## config.mk

```make
export PLATFORM = sky130hd
export DESIGN_NAME = omsp_hmac_arbiter
export DESIGN_NICKNAME = d
export VERILOG_FILES = /design/src/rtl/omsp_hmac_arbiter.sv
export SDC_FILE = /design/constraint.sdc
export NUM_CORES = 1
export LEC_CHECK = 0
export CAP_MARGIN = 25
export CELL_PAD_IN_SITES_DETAIL_PLACEMENT = 1
export CELL_PAD_IN_SITES_GLOBAL_PLACEMENT = 1
export CORE_MARGIN = 8
export CORE_UTILIZATION = 37
export DETAILED_ROUTE_END_ITERATION = 10
export DONT_BUFFER_PORTS = 1
export PLACE_DENSITY = 0.81
export SYNTH_ARGS = -nofsm -noshare
export SYNTH_HDL_FRONTEND = slang
export SYNTH_SLANG_ARGS = --single-unit
```

## constraint.sdc

```tcl
create_clock -name clk -period 3.5 [get_ports clk]
set_clock_uncertainty 0.1 [all_clocks]
set_input_delay 0.175 -clock clk [delete_from_list [all_inputs] [get_ports clk]]
set_output_delay 0.175 -clock clk [all_outputs]
set_load 0.03 [all_outputs]
```

## src/rtl/omsp_hmac_arbiter.sv

```systemverilog
// Two-client arbiter for the shared HMAC/SPONGENT core: grants, muxes, and scrubs the core on every handover.
// Optional client-1 idle timeout is compiled in with `define HMAC_ARB_TIMEOUT_EN.
module omsp_hmac_arbiter #(
  parameter int FIXED_PRIO = 0,
  parameter int TO_CYCLES  = 256
) (
  input  logic        clk,
  input  logic        reset,
  input  logic        req0,
  input  logic        req1,
  input  logic [3:0]  ctl0,
  input  logic [3:0]  ctl1,
  input  logic [15:0] dat0,
  input  logic [15:0] dat1,
  input  logic [1:0]  key0,
  input  logic [1:0]  key1,
  output logic        gnt0,
  output logic        gnt1,
  output logic        busy0,
  output logic        busy1,
  output logic        abort1,
  input  logic        hmac_busy,
  output logic [3:0]  hmac_ctl,
  output logic [15:0] hmac_data,
  output logic [1:0]  hmac_key,
  output logic [2:0]  dbg_state
);

  // Handshake: reqx is a level held for the whole session; gntx rises one clock after
  // reqx is seen in IDLE and stays high until reqx drops (or a timeout revokes client 1).
  typedef enum logic [2:0] {S_IDLE, S_OWN0, S_OWN1, S_DRAIN, S_SCRUB} state_t;

  state_t state_q, state_d;
  logic   last_q, last_d;
  logic   req1_eff;
  logic   to_fire;

  if (TO_CYCLES < 2 || TO_CYCLES > 65536) begin : g_bad_to_cycles
    $error("TO_CYCLES must be in 2..65536");
  end

`ifdef HMAC_ARB_TIMEOUT_EN
  localparam logic [15:0] TO_LAST = 16'(TO_CYCLES - 1);
  logic [15:0] cnt_q, cnt_d;
  logic        lock_q, lock_d;
  logic        abort1_q, abort1_d;
  logic        c1_idle;

  always_comb begin
    c1_idle  = (ctl1[2:1] == 2'b00) && !hmac_busy;
    // Release takes priority over timeout, so the timeout only fires while req1 is still high.
    to_fire  = (state_q == S_OWN1) && req1 && c1_idle && (cnt_q == TO_LAST);
    cnt_d    = 16'd0;
    if (state_q == S_OWN1 && c1_idle && !to_fire) cnt_d = cnt_q + 16'd1;
    lock_d   = to_fire | (lock_q & req1);
    abort1_d = to_fire;
    req1_eff = req1 & ~lock_q;
  end

  always_ff @(posedge clk or posedge reset) begin
    if (reset) begin
      cnt_q    <= 16'd0;
      lock_q   <= 1'b0;
      abort1_q <= 1'b0;
    end else begin
      cnt_q    <= cnt_d;
      lock_q   <= lock_d;
      abort1_q <= abort1_d;
    end
  end

  assign abort1 = abort1_q;
`else
  assign req1_eff = req1;
  assign to_fire  = 1'b0;
  assign abort1   = 1'b0;
`endif

  always_comb begin
    state_d   = state_q;
    last_d    = last_q;
    gnt0      = 1'b0;
    gnt1      = 1'b0;
    busy0     = 1'b1;
    busy1     = 1'b1;
    hmac_ctl  = 4'b1000;
    hmac_data = 16'h0000;
    hmac_key  = 2'b00;
    case (state_q)
      S_IDLE: begin
        if (req0 && req1_eff) begin
          if (FIXED_PRIO == 0 && !last_q) begin
            state_d = S_OWN1;
            last_d  = 1'b1;
          end else begin
            state_d = S_OWN0;
            last_d  = 1'b0;
          end
        end else if (req0) begin
          state_d = S_OWN0;
          last_d  = 1'b0;
        end else if (req1_eff) begin
          state_d = S_OWN1;
          last_d  = 1'b1;
        end
      end
      S_OWN0: begin
        gnt0      = 1'b1;
        busy0     = hmac_busy;
        hmac_ctl  = ctl0;
        hmac_data = dat0;
        hmac_key  = key0;
        if (!req0) state_d = hmac_busy ? S_DRAIN : S_SCRUB;
      end
      S_OWN1: begin
        gnt1      = 1'b1;
        busy1     = hmac_busy;
        hmac_ctl  = ctl1;
        hmac_data = dat1;
        hmac_key  = key1;
        if (!req1)        state_d = hmac_busy ? S_DRAIN : S_SCRUB;
        else if (to_fire) state_d = S_SCRUB;
      end
      S_DRAIN: begin
        hmac_ctl = 4'b0000;
        if (!hmac_busy) state_d = S_SCRUB;
      end
      S_SCRUB: state_d = S_IDLE;
      default: state_d = S_IDLE;
    endcase
  end

  always_ff @(posedge clk or posedge reset) begin
    if (reset) begin
      state_q <= S_IDLE;
      last_q  <= 1'b1;
    end else begin
      state_q <= state_d;
      last_q  <= last_d;
    end
  end

  assign dbg_state = state_q;

endmodule

```

---- Word level (Yosys, flattened, before mapping) ----
Index checks and enable logic that the tools add are counted.
word-level totals
  register bits after elaboration ......... 4
  input port bits ......................... 49
  output and inout bits ................... 30
operators by class
  equal/unequal tests ..................... 7
  mux-type cells .......................... 20
  reductions and logical operators ........ 5
operator list
  cell                  count
  $pmux W16 S2          1
  $mux W3               7
  $pmux W3 S4           1
  $pmux W4 S3           1
  $mux W1               8
  $eq A3 B2 Y1 const B  2
  $ne A2 B2 Y1 const B  3
  $ne A4 B4 Y1 const B  1
  $pmux W2 S2           1
  $reduce_and A4 Y1     1
  $eq A3 B1 Y1 const B  1
  $logic_not A3 Y1      1
  $reduce_bool A3 Y1    1
  $mux W2               1
  $reduce_and A2 Y1     1
  $logic_and A1 B1 Y1   1

---- Longest topological paths before layout ----
  depth after elaboration ................. 4
  gate-level depth with buffers ........... 5
  mapped depth without buffers ............ 4

---- Worst setup path before layout ----
Ideal clock, no wire load.
  kind .................................... register -> output
  start point ............................. register state_q[0] (netlist: dbg_state[0])
  end point ............................... output hmac_ctl[0]
  arrival time ............................ 1544 ps
  data required time ...................... 3225 ps
  setup slack ............................. 1681 ps
  stages on the path, launching flop included .. 6
  path buffers ............................ 2
  path through ............................ dfrtp_1 > buf_6 > nand2_1 > nor2_2 > buf_2 > a22o_1
between the ends
  cells in the longest elaborated chain, start to end .. 2
  elaborated cells on any way between the ends .. 4
  classes of those cells .................. 3 x eq/ne; 1 x mux
RTL lines
  element                                       RTL line  source
  from (decl)                                   33        state_t state_q, state_d;
  from (signal assigned)                        138       state_q <= state_d;
  $eq A3 B2 Y1 or $eq A3 B1 Y1 (tied branches)  89        case (state_q)
  $pmux W4 S3 (*)                               89
  to (decl)                                     23        output logic [3:0] hmac_ctl,
Every way passes the cells marked *; elsewhere a longest branch is shown, timed or not.

---- Worst setup path in the final report ----
  start point ............................. register state_q[1] (netlist: dbg_state[1])
  end point ............................... output hmac_data[5]
between the ends
  cells in the longest elaborated chain, start to end .. 2
  elaborated cells on any way between the ends .. 3
  classes of those cells .................. 2 x eq/ne; 1 x mux
RTL lines
  element                                       RTL line  source
  $eq A3 B2 Y1 or $eq A3 B1 Y1 (tied branches)  89
  $pmux W16 S2 (*)                              89
  to (decl)                                     24        output logic [15:0] hmac_data,
Marked as above.

==> summary.md <==
| Metric | Value |
|---|---|
| Clock transition at the registers of the reported paths | 50 ps |
| Sw Pwr | 0.564 mW |
| CTS root buffer | clkbuf_4 |
| Max-slew violations | 0 |
| Clock power frac | approximately 8.0% |
| Multi-input gate area | 362 sq um |
| Avg Cell Area, Syn | 8.08 sq um |
| Initial core utilization | 40.5% |
| Vias in the first global route | 609 |
| # IOs | 79 |
| Fillers | 165 |
| WL/cell | approximately 28 um |
| Sink Count | 4 |
| Final wirelength | 2330 um |
| Share of cells above drive strength 1 | 16.2% |
| Critical setup path kind | reg -> out |
| Avg Vias per Cell | just under 7 |
| Hold Crit Class | in -> reg |
| Maximum operating frequency | between 300 and 400 MHz |
| Syn Inst Count | 66 |
| Largest net degree at the start of global routing | 24 |
| Sw Ratio | 66.4% |
| First-pass GRT wire length | about 3100 um |
| Synth Cell Area | between 500 and 600 sq um |
| CP max stage cell | dfrtp_1 |
| Die width | 54.0 um |
| Total CTS buffers | 3 |
| CTS max path bufs | 2 |
| DPL Wire Length | approximately 1900 um |
| Tmin final | 2610 ps |
| Worst path max stage delay | between 700 and 800 ps |
| Final period utilization | between 70 and 80% |
| Worst path required time | 3220 ps |
| Gr ovfl total | 0 |
| Gr usage total | 13.9% |
| Commonest non-fill, non-tap cell in the layout | a22o_1 |
| Max-cap violations | 0 |
| Clock H-tree levels | 1 |
| Die Y-Extent | 54.0 um |
| Worst Path Arrival | 2340 ps |
| Drt pass-1 iters | 5 |
| Syn. warnings | 0 |
| Unique cell type count in the Yosys netlist | 23 |
| Sequential share of power | 17.7% |
| CTS tree | yes |
| Final ANT Viol Nets | 0 |
| Final layout net count | 118 |
| # DRC | 0 |
| Dpl cell area | approximately 520 sq um |
| Most frequent cells in the layout | 21 x a22o_1, 7 x nand2_1, 4 x inv_1 |
| Worst Path Buf+Inv | 0 |
| Area of the die | 0.00291 sq mm |
| FP Rows | 13 |
| Status | finished, final reports clean |
| DR vias | 560 |
| RePlAce Congestion | 0.789 |
| Placeable Area | 0.00132 sq mm |
| Final Util | a little over two fifths |
| Slew Limit Headroom | 43.8% |
| Clock latency on the worst-skew pair | 240 ps |
| Sequential area share after synthesis | between 10% and 20% |
| Sequential cell area | 101 sq um |
| Postcts setup bufs | 0 |
| Synth Net Count | 115 |
| Internal | about 0.29 mW |
| Final std cell area, no fill | 572 sq um |
| Register bit count reported by yosys | 4 |
| Setup TNS | 0 ps |
| Worst Setup End Kind | primary output |
| Syn-to-layout area delta | 7.28% |
| Worst path cell trace | nand2_1, nor2_2, a22o_1 |
| Pwr Total | around 0.85 mW |
| Antenna cells | 0 |
| PwrDens | 1490 mW/mm^2 |
| Final setup viols | 0 |
| Startpoint types | flop |
| Drt initial violations | 16 |
| Comb pwr share | 74.3% |
| Initial antenna violation count | 0 |
| Unrepaired setup endpoints after global routing | false |
| Final hold vios | 0 |
| IO Port Bufs | 0 |
| Crit Path Max Fanout | 23 |
| CP top delay family | simple AND/OR/NAND/NOR gates |
| Leak | 0.240 nW |
| Worst Tran Pin Value | 842 ps |
| VDD IR-drop max | 0.454 mV |
==> worst register-to-register path: stages (launching register included) <==
cell and delay, ps:
dfrtp_1 610, nor3_1 510, a21oi_1 130, a31oi_1 150, dlygate4sd3_1 570
==> cell type report <==
type	instances	share of cell area, %
tap	15	3.28
multi-input combinational	50	63.2
inverter	5	3.28
sequential	4	17.7
timing repair buffer	5	7.88
clock buffer	4	4.60
==> power groups by stage <==
stage | logic [mW] | clock network, mW | registers [mW]
finish | 0.632 | 0.0677 | 0.151
global route | 0.672 | 0.0723 | 0.156
CTS | 0.636 | 0.0672 | 0.150
detailed placement | 0.618 | 0 | 0.151
global placement | 0.605 | 0 | 0.151
floorplan | 0.602 | 0 | 0.118
==> logic make-up after synthesis <==
group / after synthesis / synth area share (%)
buffers and inverters: 12 / 13.1
AOI/OAI and AO/OA: 31 / 46.9
muxes: 2 / 3.76
and+or+nand+nor: 14 / 12.9
DFF: 4 / 19.0
adders and majority gates: 1 / 1.88
xor gates and xnor gates: 1 / 1.64
other: 1 / 0.704
==> flip-flops by register name, summed over array words and instances, names as in the netlist <==
signal / count
dbg_state: 3
last_q: 1
==> routing by layer <==
layer | vias up | part of all wire, % | global-route usage, %
met1 | 262 | 32 | 14.2
met4 | 0 | 0 | 3.78
met5 | - | 0 | 0
met3 | 0 | 15 | 5.51
met2 | 44 | 53 | 25.7
li1 | 254 | - | -
==> timing repair <==
item / in CTS / in global routing
hold buffers: 3 / 0
gates resized for setup: 0 / 0
endpoints found under the setup margin: 0 / 0
hold endpoints to repair: 5 / 0
==> through the flow <==
step,hold slack (ps),worst slack (ps),cells
2_1_floorplan,-160,1680,66
4_1_cts,71.3,913,83
3_5_place_dp,-142,1150,76
6_report,54.0,885,83
3_3_place_gp,-146,1270,76
5_1_grt,82.4,720,83
==> cells in the mapped netlist, drive strengths merged <==
master / instances / share of area (%)
a22o: 21 / 35
buf: 7 / 9.6
nand2: 7 / 4.9
inv: 5 / 3.5
a31oi: 3 / 3.5
dfrtp: 3 / 14
nor2: 3 / 3.1
nor3: 3 / 3.8
a21oi: 2 / 1.9
mux2i: 2 / 3.8
o21ai: 2 / 1.9
o22ai: 2 / 2.3
a2111oi: 1 / 2.8
conb: 1 / 0.70
dfstp: 1 / 4.9
maj3: 1 / 1.9
nand2b: 1 / 1.2
xnor2: 1 / 1.6
==> final timing paths <==
| check | start | end | slack [ps] | depth (start not counted) |
|---|---|---|---|---|
| max | dbg_state[1] | hmac_data[5] | 890 | 3 |
| min | req0 | dbg_state[0] | 50 | 2 |
| max reg2reg | dbg_state[0] | last_q | 1370 | 4 |
| min reg2reg | last_q | dbg_state[1] | 720 | 4 |
| max in group asynchronous | reset | last_q | 2900 | 2 |
| min in group asynchronous | reset | dbg_state[2] | 160 | 2 |
(Power assumes the default switching activity.)
